[config.mk]
export PLATFORM = sky130hd
export DESIGN_NAME = de_morgan_sweep_ctrl
export DESIGN_NICKNAME = d
export VERILOG_FILES = /design/src/rtl/de_morgan_sweep_ctrl.sv
export SDC_FILE = /design/constraint.sdc
export NUM_CORES = 1
export LEC_CHECK = 0
export CORE_MARGIN = 4
export CORE_UTILIZATION = 54
export CTS_CLUSTER_SIZE = 30
export DETAILED_ROUTE_END_ITERATION = 6
export PLACE_DENSITY = 0.82
export SLEW_MARGIN = 20
export SYNTH_ARGS = -nofsm -noshare
export SYNTH_HDL_FRONTEND = slang
export SYNTH_SLANG_ARGS = --single-unit
[constraint.sdc]
create_clock -name clk -period 2.7 [get_ports clk]
set_input_delay 0.27 -clock clk [delete_from_list [all_inputs] [get_ports clk]]
set_output_delay 0.27 -clock clk [all_outputs]
set_load 0.02 [all_outputs]
[src/rtl/de_morgan_sweep_ctrl.sv]
// Sweep sequencer that drives every {a,b} operand pair into two De Morgan gate forms.
// It compares their results after a settle window and records the error count and first failing vector.
module de_morgan_sweep_ctrl #(
  parameter int unsigned WIDTH      = 1,
  parameter int unsigned SETTLE_CYC = 2
) (
  input  logic               clk,
  input  logic               resetn,
  input  logic               start,
  input  logic               abort,
  output logic [WIDTH-1:0]   op_a,
  output logic [WIDTH-1:0]   op_b,
  input  logic [WIDTH-1:0]   y_form1,
  input  logic [WIDTH-1:0]   y_form2,
  output logic               busy,
  output logic               done,
  output logic               pass,
  output logic [2*WIDTH:0]   err_count,
  output logic [2*WIDTH-1:0] fail_vec,
  output logic               fail_valid
);

  localparam int unsigned IW = 2 * WIDTH;
  localparam int unsigned EW = IW + 1;
  localparam logic [IW-1:0] LastIdx = {IW{1'b1}};
  localparam logic [3:0] CntLast = 4'(SETTLE_CYC - 1);

  typedef enum logic [1:0] {StIdle, StSettle, StCheck, StDone} state_e;

  state_e        r_state, w_state;
  logic [IW-1:0] r_idx, w_idx;
  logic [3:0]    r_cnt, w_cnt;
  logic [EW-1:0] r_err, w_err;
  logic [IW-1:0] r_fail_vec, w_fail_vec;
  logic          r_fail_valid, w_fail_valid;
  logic          r_pass, w_pass;
  logic          w_mismatch;

  assign w_mismatch = (y_form1 != y_form2);

  always_comb begin
    w_state      = r_state;
    w_idx        = r_idx;
    w_cnt        = r_cnt;
    w_err        = r_err;
    w_fail_vec   = r_fail_vec;
    w_fail_valid = r_fail_valid;
    w_pass       = r_pass;
    unique case (r_state)
      StIdle: begin
        // abort has priority over a coincident start
        if (start && !abort) begin
          w_idx        = '0;
          w_cnt        = '0;
          w_err        = '0;
          w_fail_vec   = '0;
          w_fail_valid = 1'b0;
          w_pass       = 1'b0;
          w_state      = StSettle;
        end
      end
      StSettle: begin
        w_cnt = r_cnt + 4'd1;
        if (abort) begin
          w_pass  = 1'b0;
          w_state = StIdle;
        end else if (r_cnt == CntLast) begin
          w_state = StCheck;
        end
      end
      StCheck: begin
        if (abort) begin
          w_pass  = 1'b0;
          w_state = StIdle;
        end else begin
          if (w_mismatch) begin
            w_err = r_err + EW'(1);
            if (!r_fail_valid) begin
              w_fail_vec   = r_idx;
              w_fail_valid = 1'b1;
            end
          end
          if (r_idx == LastIdx) begin
            w_state = StDone;
          end else begin
            w_idx   = r_idx + IW'(1);
            w_cnt   = '0;
            w_state = StSettle;
          end
        end
      end
      StDone: begin
        w_pass  = (r_err == '0);
        w_state = StIdle;
      end
      default: w_state = StIdle;
    endcase
  end

  always_ff @(posedge clk) begin
    if (!resetn) begin
      r_state      <= StIdle;
      r_idx        <= '0;
      r_cnt        <= '0;
      r_err        <= '0;
      r_fail_vec   <= '0;
      r_fail_valid <= 1'b0;
      r_pass       <= 1'b0;
    end else begin
      r_state      <= w_state;
      r_idx        <= w_idx;
      r_cnt        <= w_cnt;
      r_err        <= w_err;
      r_fail_vec   <= w_fail_vec;
      r_fail_valid <= w_fail_valid;
      r_pass       <= w_pass;
    end
  end

  assign op_a       = r_idx[IW-1:WIDTH];
  assign op_b       = r_idx[WIDTH-1:0];
  assign busy       = (r_state == StSettle) || (r_state == StCheck);
  assign done       = (r_state == StDone);
  assign pass       = r_pass;
  assign err_count  = r_err;
  assign fail_vec   = r_fail_vec;
  assign fail_valid = r_fail_valid;

endmodule

# After elaboration in Yosys (flattened, before gate mapping)
# Index checks and enable logic that the tools add are counted.
[word_totals]
elab_cells = 65
output_inout_bits = 11
inputBits = 6
register_bits = 15
[op_classes]
n_addsub = 3
n_reduce_logical = 14
muxes = 28
eq_ne = 13
[ops]
columns = ["cell", "n"]
rows = [
  ["2-bit 2-to-1 mux", 11],
  ["4-bit 2-to-1 mux", 3],
  ["4-bit one-hot mux with 3 select lines", 1],
  ["4-bit AND reduction", 3],
  ["2-bit != test (second input constant)", 5],
  ["3-bit 2-to-1 mux", 3],
  ["2-bit one-hot mux with 2 select lines", 2],
  ["2-bit one-hot mux with 4 select lines", 1],
  ["2-bit == test (second input constant)", 3],
  ["3-bit one-hot mux with 2 select lines", 1],
  ["5-bit AND reduction", 1],
  ["4-bit by 1-bit adder with 4-bit output (second input constant)", 1],
  ["4-bit by 1-bit == test with 1-bit output (second input constant)", 1],
  ["1-bit 2-to-1 mux", 4],
  ["2-bit AND reduction", 2],
  ["3-bit by 1-bit adder with 3-bit output (second input constant)", 1],
  ["3-bit logical NOT", 1],
  ["3-bit != test (second input constant)", 1],
  ["1-bit one-hot mux with 3 select lines", 1],
  ["3-bit nonzero test", 1],
  ["2-bit by 1-bit adder with 2-bit output (second input constant)", 1],
  ["2-bit by 1-bit == test with 1-bit output (second input constant)", 1],
  ["2-bit logical NOT", 1],
  ["2-bit by 1-bit != test with 1-bit output (second input constant)", 1],
  ["other kinds (7)", 7],
]

# Depth between registers and ports, before layout
# Gate-level depths: netlist of the first run.
[depth]
ltp_word = 4
depth_mapped = 7
depth_no_buf = 6

# Worst setup path after synthesis of the first run
# Ideal clock, no wire load.
[synth_timing]
path_type = "register -> register"
startpoint = "register r_state[0]"
endpoint = "register r_fail_vec[0] (netlist: fail_vec[0])"
stages_incl_launch_ff = 8
slack_ns = 0.967
setup_time_ns = 0.072
t_arrival_ns = 1.661
cell_sequence = "dfxtp_1 > inv_1 > ha_1 > buf_2 > nor2b_1 > a2111o_1 > a21oi_2 > mux2i_1"
[synth_via]
elab_chain_cells = 3
elab_cells_between_ends = 9
[synth_lines]
columns = ["item", "line", "text"]
rows = [
  ["from (decl)", "30", "state_e r_state, w_state;"],
  ["from (signal assigned)", "102", "r_state <= StIdle;"],
  ["from (signal assigned)", "110", "r_state <= w_state;"],
  ["2-bit == test / 2-bit logical NOT (equally long branches)", "49", "unique case (r_state)"],
  ["2-bit != test (no source line) / 2-bit nonzero test (equally long branches)", "-", ""],
  ["5-bit AND reduction (no source line)", "-", ""],
  ["to (signal assigned)", "114", "r_fail_vec <= w_fail_vec;"],
  ["to (decl)", "34", "logic [IW-1:0] r_fail_vec, w_fail_vec;"],
]
# Several ways; a longest one is shown, not always the timed one.
# A chain may end at the register's enable or synchronous reset.

# Final worst setup path of the first run
[layout_timing]
startpoint = "register r_state[0]"
endpoint = "output port busy"
[layout_via]
elab_chain_cells = 2
elab_cells_between_ends = 3
[layout_lines]
columns = ["item", "line", "text"]
rows = [
  ["2-bit by 1-bit == test with 1-bit output / 2-bit == test (equally long branches)", "122", "assign busy = (r_state == StSettle) || (r_state == StCheck);"],
  ["1-bit logical OR (*)", "122", ""],
  ["to (decl)", "15", "output logic busy,"],
]
# Every way passes the cells marked *; elsewhere a longest branch is shown, timed or not.

==> impl_results.md, run 1 <==
* #FFs+latches synth at 15
* Setup-failing EPs final at 0
* Terminus of the critical flop-to-flop path: fail_vec[0]$_SDFFE_PN0P_
* PwrDens at 441 nW/µm²
* Sequential-to-total area share from yosys stat at 33.8%
* Dpl hpwl at 1.48 mm
* Drt pass-1 iters at 4
* Cell Area, Synth at 888 µm²
* Worst setup path category: reg -> out
* Fin crit share at 74.2%
* H-tree depth at 1
* Worst Min Path Start: fail_vec[1]$_SDFFE_PN0P_
* HP Class: reg -> reg
* Data arrival, critical path at 1.73 ns
* Die Height at 48.6 µm
* Chip width at 48.6 µm
* Via count at 754
* Longest Clk Path Bufs at 2
* Fin. max-slew vios at 0
* Core area at 1520 µm²
* Sink Count at 15
* DR iter-0 viols at 17
* Ys flop type: dfxtp_1
* First-pass GRT wire length at 3.22 mm
* Initial antenna violation count at 0
* Insertion delay to the later sink of the worst-skew pair at 0.29 ns
* Max_slew headroom at 68.4%
* Vias in the first global route at 720
* Peak VDD IR at 0.265 mV
* Drt drc at 0
* RePlAce Congestion at 0.716
* Maximum Capacitance Violations at 0
* Fin nets at 135
* Inserted Diodes at 0
* Status: finished clean
* Number of flops mapped to enable cells by yosys at 0
* Max Fclk at 499 MHz
* Largest area contributor in the netlist: dfxtp_1
* Vias/cell at 5.63
* Max Clock Skew at 0.00240 ns
* Die area at 2360 µm²
* Final wirelength at 1.92 mm
* Post-Synthesis Cells at 101
* Netlist cell types at 36
* Total Power at 0.477 mW
* Pin count of the biggest net entering global routing at 12
* Synth area leaders: dfxtp_1, ha_1, nor2_1
* Reg2reg path depth at 6
* Post-synthesis net count at 117
* Mean post-synth cell area at 8.80 µm²
* Cts hold-fix bufs at 0
* Postcts setup bufs at 0
* Async S/R FF share, synth at 0%
* Final Hold Vio Count at 0
* Port Buffers at 16
* All-Layer GR Usage at 17.1%
* CTS Buf Count at 3
* PostCTS Resize Cnt at 0
* # IOs at 17
* P_leak at 0.416 nW
* Num rows at 14
* Worst EP required at 2.43 ns
* Area delta synth->final at 21.7%
* Synth top area share at 33.8%
* Starting Density at 58.3%
* Routed WL per cell at 14.3 µm
* R2R Path Start: r_state[0]$_SDFFE_PN0P_
* Final TNS setup at 0 ns
* Setup repair after global routing missed its margin: no
* CP max FO at 4
* Worst-margin pin slew at 0.470 ns
* Most common cell after layout, fill and taps aside: clkdlybuf4s50_1
* CP Capture Type: primary output
* Hold Path Sink: fail_vec[1]$_SDFFE_PN0P_
* Setup crit start kind: register
* CTS Root Buffer Type: clkbuf_4
* Clk slew on worst S/H paths at 0.09 ns
* Fin crit period at 2.00 ns
* Commonest non-fill, non-tap cells in the layout: clkdlybuf4s50_1, dfxtp_1, nor2_1, inv_1, ha_1
* R2R setup slack at 0.78 ns
* Total grt overflow at 0
* ANT nets after route at 0
* CTS tree: built
* Worst hold path cell count at 2
* Warnings from Yosys at 0
* Share of layout cells above drive strength 1 at 6.78%
flip-flops by register name, indices dropped and copies added, names as in the netlist:
register and count:
err_count 3, fail_valid 1, fail_vec 2, pass 1, r_cnt 4, r_idx 2
r_state 2
synthesized netlist by cell type, types with 3 or more instances:
cell     number
a21oi_1       3
dfxtp_1      15
ha_1         10
inv_1        10
mux2i_1       3
nand2_1       6
nor2_1       11
nor3_1        3
worst max-delay path, cell delays in order (launching register included):
cell	delay, ns
dfxtp_1	0.40
inv_1	0.10
ha_1	0.33
clkdlybuf4s50_1	0.61
stage by stage:
step	setup WS (ns)	instance area, µm²	hold slack, ns	instances	util [%]
after global routing	0.624	1080	0.469	134	70.9
after CTS	0.696	1080	0.453	134	70.9
after floorplan	0.967	888	0.482	101	-
final	0.696	1080	0.453	134	70.9
after detailed placement	0.788	1050	0.442	130	69.2
after global placement	0.822	1050	0.436	130	69.2
how the worst max path moves through the flow:
| stage | startpoint | to | cells after the start |
|---|---|---|---|
| 2_1_floorplan | r_state[0]$_SDFFE_PN0P_ | fail_vec[0]$_SDFFE_PN0P_ | 7 |
| 3_3_place_gp | resetn | r_cnt[2]$_SDFFE_PN0P_ | 4 |
| 3_5_place_dp | abort | r_cnt[0]$_SDFFE_PN0P_ | 5 |
| 4_1_cts | r_state[0]$_SDFFE_PN0P_ | busy | 3 |
| 5_1_grt | r_state[0]$_SDFFE_PN0P_ | busy | 3 |
| 6_report | r_state[0]$_SDFFE_PN0P_ | busy | 3 |
per-layer routing:
layer  global-route usage, %  share of wire, %  vias up  routed length [µm]
met1                    19.6                43      342                 821
li1                        -                 -      392                   -
met5                       0                 0        -                   0
met3                    6.13               5.1        3                  98
met4                    8.07               1.4        0                  26
met2                    28.0                51       17                 969
where the power goes:
part | internal [mW] | leakage [nW] | switching [mW]
sequential | 0.226 | 0.121 | 0.00603
combinational | 0.0492 | 0.280 | 0.0646
clock | 0.0576 | 0.0150 | 0.0730
total | 0.333 | 0.416 | 0.144
logic make-up (layout without fill, tap and decap cells):
| kind of cell | after synthesis | after routing | synth area share, % |
|---|---|---|---|
| multiplexers | 5 | 5 | 5.92 |
| XOR/XNOR | 1 | 1 | 0.986 |
| flip-flops | 15 | 15 | 33.8 |
| adder cells (fa/ha/maj) | 10 | 10 | 14.1 |
| AND/OR/NAND/NOR | 31 | 31 | 18.0 |
| buffers and inverters | 14 | 31 | 6.20 |
| AO/OA/AOI/OAI | 25 | 25 | 21.0 |
area by class of cell:
type / instances / area [µm²]
well taps: 16 / 20.0
inverters: 11 / 41.3
flip-flops and latches: 15 / 300
multi-input cells: 72 / 533
repair buffers: 16 / 160
fillers: 121 / 443
clock buffers: 4 / 26.3
Note: power is estimated with default switching activity, not from simulation.
==> run 2, diff against run 1 <==
--- a/config.mk
+++ b/config.mk
@@ -6,10 +6,10 @@
 export NUM_CORES = 1
 export LEC_CHECK = 0
 export CORE_MARGIN = 4
-export CORE_UTILIZATION = 54
+export CORE_UTILIZATION = 50
 export CTS_CLUSTER_SIZE = 30
 export DETAILED_ROUTE_END_ITERATION = 6
-export PLACE_DENSITY = 0.82
+export PLACE_DENSITY = 0.76
 export SLEW_MARGIN = 20
 export SYNTH_ARGS = -nofsm -noshare
 export SYNTH_HDL_FRONTEND = slang
==> constraint.sdc (replaced) <==
create_clock -name clk -period 2.06 [get_ports clk]
set_input_delay 0.206 -clock clk [delete_from_list [all_inputs] [get_ports clk]]
set_output_delay 0.206 -clock clk [all_outputs]
set_load 0.02 [all_outputs]
==> impl_results.md, run 2 (synthesis gave the netlist of run 1 again) <==
* Status: finished clean (unchanged)
* R2R Path Start: r_state[0]$_SDFFE_PN0P_ (unchanged)
* Port Buffers at 16 (unchanged)
* Worst hold path cell count at 2 (unchanged)
* Worst setup path category: reg -> out (unchanged)
* Vias/cell at 5.33 (was 5.63)
* HP Class: reg -> reg (unchanged)
* Max Fclk at 523 MHz
* Inserted Diodes at 0 (unchanged)
* Insertion delay to the later sink of the worst-skew pair at 0.30 ns (was 0.29 ns)
* ANT nets after route at 0 (unchanged)
* CP max FO at 4 (unchanged)
* Vias in the first global route at 771 (was 720)
* Maximum Capacitance Violations at 0 (unchanged)
* Longest Clk Path Bufs at 2 (unchanged)
* R2R setup slack at 0.24 ns (was 0.78 ns)
* Clk slew on worst S/H paths at 0.10 ns (was 0.09 ns)
* Reg2reg path depth at 6 (unchanged)
* Drt pass-1 iters at 4 (unchanged)
* RePlAce Congestion at 0.780 (was 0.716)
* Worst EP required at 1.85 ns (was 2.43 ns)
* Max FFs per register at 4 (unchanged)
* P_leak at 0.428 nW (was 0.416 nW)
* Worst Min Path Start: fail_vec[1]$_SDFFE_PN0P_ (unchanged)
* Routed WL per cell at 13.1 µm (was 14.3 µm)
* # IOs at 17 (unchanged)
* Area delta synth->final at 24.6% (was 21.7%)
* Max Clock Skew at 0.00595 ns (was 0.00240 ns)
* Internal Pwr Total at 0.438 mW (was 0.333 mW)
* Share of layout cells above drive strength 1 at 9.17% (was 6.78%)
* CTS Root Buffer Type: clkbuf_4 (unchanged)
* CP max stage cell: clkdlybuf4s50_1 (unchanged)
* Hold Path Sink: fail_vec[1]$_SDFFE_PN0P_ (unchanged)
* Clock network power share at 27.7% (was 27.4%)
* CP peak stage delay at 0.61 ns (about the same)
* Data arrival, critical path at 1.71 ns (was 1.73 ns)
* DR iter-0 viols at 8 (was 17)
* Peak VDD IR at 0.395 mV (was 0.265 mV)
* Reg power frac at 47.9% (was 48.7%)
* Fin nets at 137 (was 135)
* Total placed cells including tap cells at 140 (was 130)
* CP cell instances: inv_1, ha_1, clkdlybuf4s50_1 (unchanged)
* Fin. max-slew vios at 0 (unchanged)
* CTS tree: built (unchanged)
* Most common cell after layout, fill and taps aside: clkdlybuf4s50_1 (unchanged)
* Sink Count at 15 (unchanged)
* Cts hold-fix bufs at 0 (unchanged)
* PwrDens at 573 nW/µm² (was 441 nW/µm²)
* Starting Density at 55.7% (was 58.3%)
* Final Hold Vio Count at 0 (unchanged)
* Largest Register: r_cnt (unchanged)
* Combinational share of power at 24.4% (was 23.9%)
* Setup repair after global routing missed its margin: no (unchanged)
* Finished Layout Cells at 144 (was 134)
* All-Layer GR Usage at 17.3% (was 17.1%)
* Filler cells at 133 (was 121)
* Setup crit start kind: register (unchanged)
* Num rows at 14 (unchanged)
* Dpl hpwl at 1.48 mm (about the same)
* Die area at 2520 µm² (was 2360 µm²)
* Initial antenna violation count at 0 (unchanged)
* WP buf/inv at 2 (unchanged)
* Chip width at 50.2 µm (was 48.6 µm)
* CP Capture Type: primary output (unchanged)
* First-pass GRT wire length at 3.32 mm (was 3.22 mm)
* Die Height at 50.2 µm (was 48.6 µm)
* Fin crit period at 1.91 ns
* Fin crit share at 92.8%
* Psw at 0.197 mW (was 0.144 mW)
* Final wirelength at 1.89 mm (was 1.92 mm)
* CTS Buf Count at 3 (unchanged)
* Worst-margin pin slew at 0.409 ns (was 0.470 ns)
* Total grt overflow at 0 (unchanged)
* Core area at 1590 µm² (was 1520 µm²)
* Postcts setup bufs at 0 (unchanged)
* Worst path top cell family by delay: buffers and inverters (unchanged)
* H-tree depth at 1 (unchanged)
* PostCTS Resize Cnt at 0 (unchanged)
* Commonest non-fill, non-tap cells in the layout: clkdlybuf4s50_1, dfxtp_1, nor2_1, inv_1, ha_1 (unchanged)
* Drt drc at 0 (unchanged)
* Setup-failing EPs final at 0 (unchanged)
* Via count at 767 (was 754)
* Sw frac at 31.0% (was 30.1%)
* Max_slew headroom at 72.5% (was 68.4%)
* Pin count of the biggest net entering global routing at 11 (was 12)
* Final TNS setup at 0 ns (unchanged)
* Terminus of the critical flop-to-flop path: r_cnt[0]$_SDFFE_PN0P_ (was fail_vec[0]$_SDFFE_PN0P_)
run 2: cell count changes in the layout (fill, tap and decap cells not counted):
| cell | change |
|---|---|
| buf_4 | +2 |
| clkbuf_1 | -1 |
| clkinv_2 | +1 |
run 2: per-stage QoR:
stage	hold slack [ns]	setup slack, ns	utilization, %	power [mW]	area, µm²
6_report	0.457	0.149	69.5	0.635	1110
5_1_grt	0.496	0.0865	69.5	0.669	1110
4_1_cts	0.462	0.145	69.5	0.638	1110
3_5_place_dp	0.449	0.219	67.7	0.465	1080
2_1_floorplan	0.423	0.327	-	0.416	888
3_3_place_gp	0.443	0.263	67.7	0.459	1080
run 2: worst max-delay path by stage:
stage,to,from,cells after the start,slack (ns)
2_1_floorplan,fail_vec[0]$_SDFFE_PN0P_,r_state[0]$_SDFFE_PN0P_,7,0.33
3_3_place_gp,r_cnt[0]$_SDFFE_PN0P_,abort,5,0.26
3_5_place_dp,r_cnt[3]$_SDFFE_PN0P_,abort,5,0.22
4_1_cts,busy,r_state[0]$_SDFFE_PN0P_,3,0.14
5_1_grt,busy,r_state[1]$_SDFFE_PN0P_,3,0.09
6_report,busy,r_state[0]$_SDFFE_PN0P_,3,0.15
run 2: power groups by stage:
stage               combinational (mW)  sequential (mW)  clock [mW]
global route                     0.172            0.304       0.193
CTS                              0.155            0.304       0.179
detailed placement               0.154            0.310           0
finish                           0.155            0.304       0.176
floorplan                        0.106            0.309           0
global placement                 0.150            0.310           0
run 2: final cells by class:
type                            count  area (µm²)  area share, %
Clock inverter                      1        5.00          0.452
Multi-Input combinational cell     72         533           48.1
Inverter                           11        41.3           3.73
Tap cell                           24        30.0           2.71
Clock buffer                        3        22.5           2.03
Timing Repair Buffer               18         175           15.8
Sequential cell                    15         300           27.1
run 2: worst register-to-register path, stage by stage, from the launching register on:
cell      delay (ns)
dfxtp_1         0.39
inv_1           0.10
ha_1            0.32
o21a_1          0.19
a2111o_1        0.42
mux2_2          0.27
nor2_1          0.07
run 2: per-layer routing:
layer	share of wire (%)	up-vias	track usage [%]
met2	47	12	29.1
met5	0	-	0
met4	1.5	0	8.29
met1	48	354	20.7
met3	3.4	3	3.85
li1	-	398	-
==> run 3, diff against run 2 <==
--- a/config.mk
+++ b/config.mk
@@ -10,7 +10,7 @@
 export CTS_CLUSTER_SIZE = 30
 export DETAILED_ROUTE_END_ITERATION = 6
 export PLACE_DENSITY = 0.76
-export SLEW_MARGIN = 20
+export REMOVE_ABC_BUFFERS = 1
 export SYNTH_ARGS = -nofsm -noshare
 export SYNTH_HDL_FRONTEND = slang
 export SYNTH_SLANG_ARGS = --single-unit
==> impl_results.md, run 3 (synthesis gave the netlist of run 1 again) <==
* Via count at 762 (was 767)
* Data arrival, critical path at 1.71 ns (about the same)
* Die area at 2520 µm² (unchanged)
* Longest Clk Path Bufs at 2 (unchanged)
* Cts hold-fix bufs at 0 (unchanged)
* Commonest non-fill, non-tap cells in the layout: clkdlybuf4s50_1, dfxtp_1, nor2_1, inv_1, ha_1 (unchanged)
* RePlAce Congestion at 0.774 (was 0.780)
* Final wirelength at 1.97 mm (was 1.89 mm)
* Worst EP required at 1.85 ns (about the same)
* Initial antenna violation count at 0 (unchanged)
* All-Layer GR Usage at 16.7% (was 17.3%)
* Maximum Capacitance Violations at 0 (unchanged)
* Inserted Diodes at 0 (unchanged)
* P_leak at 0.426 nW (was 0.428 nW)
* Worst Min Path Start: fail_vec[1]$_SDFFE_PN0P_ (unchanged)
* DR iter-0 viols at 6 (was 8)
* Area delta synth->final at 24.5% (was 24.6%)
* Worst setup path category: reg -> out (unchanged)
* Dpl hpwl at 1.54 mm (was 1.48 mm)
* Share of layout cells above drive strength 1 at 8.33% (was 9.17%)
* Final design utilization at 69.4% (was 69.5%)
* Most common cell after layout, fill and taps aside: clkdlybuf4s50_1 (unchanged)
* Fin nets at 137 (unchanged)
* Reg2reg path depth at 6 (unchanged)
* ANT nets after route at 0 (unchanged)
* Fin crit share at 92.9% (was 92.8%)
* CP peak stage delay at 0.62 ns (was 0.61 ns)
* CP cell instances: inv_1, ha_1, clkdlybuf4s50_1 (unchanged)
* R2R setup slack at 0.22 ns (was 0.24 ns)
* CTS Root Buffer Type: clkbuf_4 (unchanged)
* Max Clock Skew at 0.0108 ns (was 0.00595 ns)
* Hold Path Sink: fail_vec[1]$_SDFFE_PN0P_ (unchanged)
* Max FFs per register at 4 (unchanged)
* Die Height at 50.2 µm (unchanged)
* First-pass GRT wire length at 3.34 mm (was 3.32 mm)
* CP max stage cell: clkdlybuf4s50_1 (unchanged)
* Setup crit start kind: register (unchanged)
* Worst path top cell family by delay: buffers and inverters (unchanged)
* Postcts setup bufs at 0 (unchanged)
* Fin. max-slew vios at 0 (unchanged)
* HP Class: reg -> reg (unchanged)
* Vias/cell at 5.29 (was 5.33)
* Routed WL per cell at 13.7 µm (was 13.1 µm)
* Core area at 1590 µm² (unchanged)
* Terminus of the critical flop-to-flop path: r_cnt[0]$_SDFFE_PN0P_ (unchanged)
* Largest Register: r_cnt (unchanged)
* Setup-failing EPs final at 0 (unchanged)
* CTS Buf Count at 3 (unchanged)
* PwrDens at 570 nW/µm² (was 573 nW/µm²)
* Drt drc at 0 (unchanged)
* CP Capture Type: primary output (unchanged)
* Vias in the first global route at 762 (was 771)
* Starting Density at 55.7% (unchanged)
* CP max FO at 4 (unchanged)
* Clk slew on worst S/H paths at 0.10 ns (about the same)
* Finished Layout Cells at 144 (unchanged)
* R2R Path Start: r_state[0]$_SDFFE_PN0P_ (unchanged)
* CP startpoint: r_state[1]$_SDFFE_PN0P_ (was r_state[0]$_SDFFE_PN0P_)
* Status: finished clean (unchanged)
* Total grt overflow at 0 (unchanged)
* Max_slew headroom at 66.5% (was 72.5%)
* Total Power at 0.631 mW (was 0.635 mW)
* Port Buffers at 16 (unchanged)
* Pin count of the biggest net entering global routing at 11 (unchanged)
* Max Fclk at 522 MHz (was 523 MHz)
* PostCTS Resize Cnt at 0 (unchanged)
* WP buf/inv at 2 (unchanged)
* Sink Count at 15 (unchanged)
* Num rows at 14 (unchanged)
* Final Hold Vio Count at 0 (unchanged)
* Chip width at 50.2 µm (unchanged)
* Worst-margin pin slew at 0.499 ns (was 0.409 ns)
* CTS tree: built (unchanged)
* Final TNS setup at 0 ns (unchanged)
* Drt pass-1 iters at 4 (unchanged)
* Total placed cells including tap cells at 140 (unchanged)
* Worst hold path cell count at 2 (unchanged)
* Design Area, Final at 1110 µm² (about the same)
* H-tree depth at 1 (unchanged)
* # IOs at 17 (unchanged)
* Fin crit period at 1.91 ns (about the same)
* Cell Area, Placed at 1080 µm² (unchanged)
* Setup repair after global routing missed its margin: no (unchanged)
* Peak VDD IR at 0.363 mV (was 0.395 mV)
* Insertion delay to the later sink of the worst-skew pair at 0.29 ns (was 0.30 ns)
-- run 3: changes by cell type in the layout (fill, tap and decap cells not counted) --
cell / delta
clkinv_2: -1
clkbuf_1: +1
-- run 3: how the worst max path moves through the flow --
stage | to | slack [ns] | cells after the start
floorplan | fail_vec[0]$_SDFFE_PN0P_ | 0.36 | 6
global placement | r_cnt[0]$_SDFFE_PN0P_ | 0.26 | 5
detailed placement | r_cnt[0]$_SDFFE_PN0P_ | 0.22 | 5
CTS | busy | 0.14 | 3
global route | busy | 0.07 | 3
finish | busy | 0.15 | 3
-- run 3: routing by layer --
layer | share of wire (%) | track usage (%)
met3 | 3.7 | 3.85
met5 | 0 | 0
met4 | 0.56 | 1.84
met1 | 46 | 20.6
met2 | 50 | 30.4
-- run 3: power breakdown --
group / switching (mW) / internal, mW / leakage (nW)
logic: 0.0872 / 0.0693 / 0.290
clock network: 0.0954 / 0.0751 / 0.0150
registers: 0.00733 / 0.297 / 0.121
total: 0.190 / 0.441 / 0.426
-- run 3: area by class of cell --
type | instances | area [µm²]
Clock buffer | 4 | 26.3
Timing Repair Buffer | 18 | 175
Fill cell | 133 | 488
Inverter | 11 | 41.3
Sequential cell | 15 | 300
Multi-Input combinational cell | 72 | 533
Tap cell | 24 | 30.0
-- run 3: worst reg2reg max path, cell delays in order (launching register included) --
cell and delay (ns):
dfxtp_1 0.39, inv_1 0.10, ha_1 0.32, o21a_1 0.19, a2111o_1 0.43, mux2_2 0.27
nor2_1 0.07
-- run 3: stage by stage --
step	hold WS [ns]	worst slack (ns)
final	0.457	0.146
after global routing	0.515	0.0710
after floorplan	0.324	0.364
after CTS	0.457	0.140
after detailed placement	0.448	0.221
after global placement	0.443	0.264
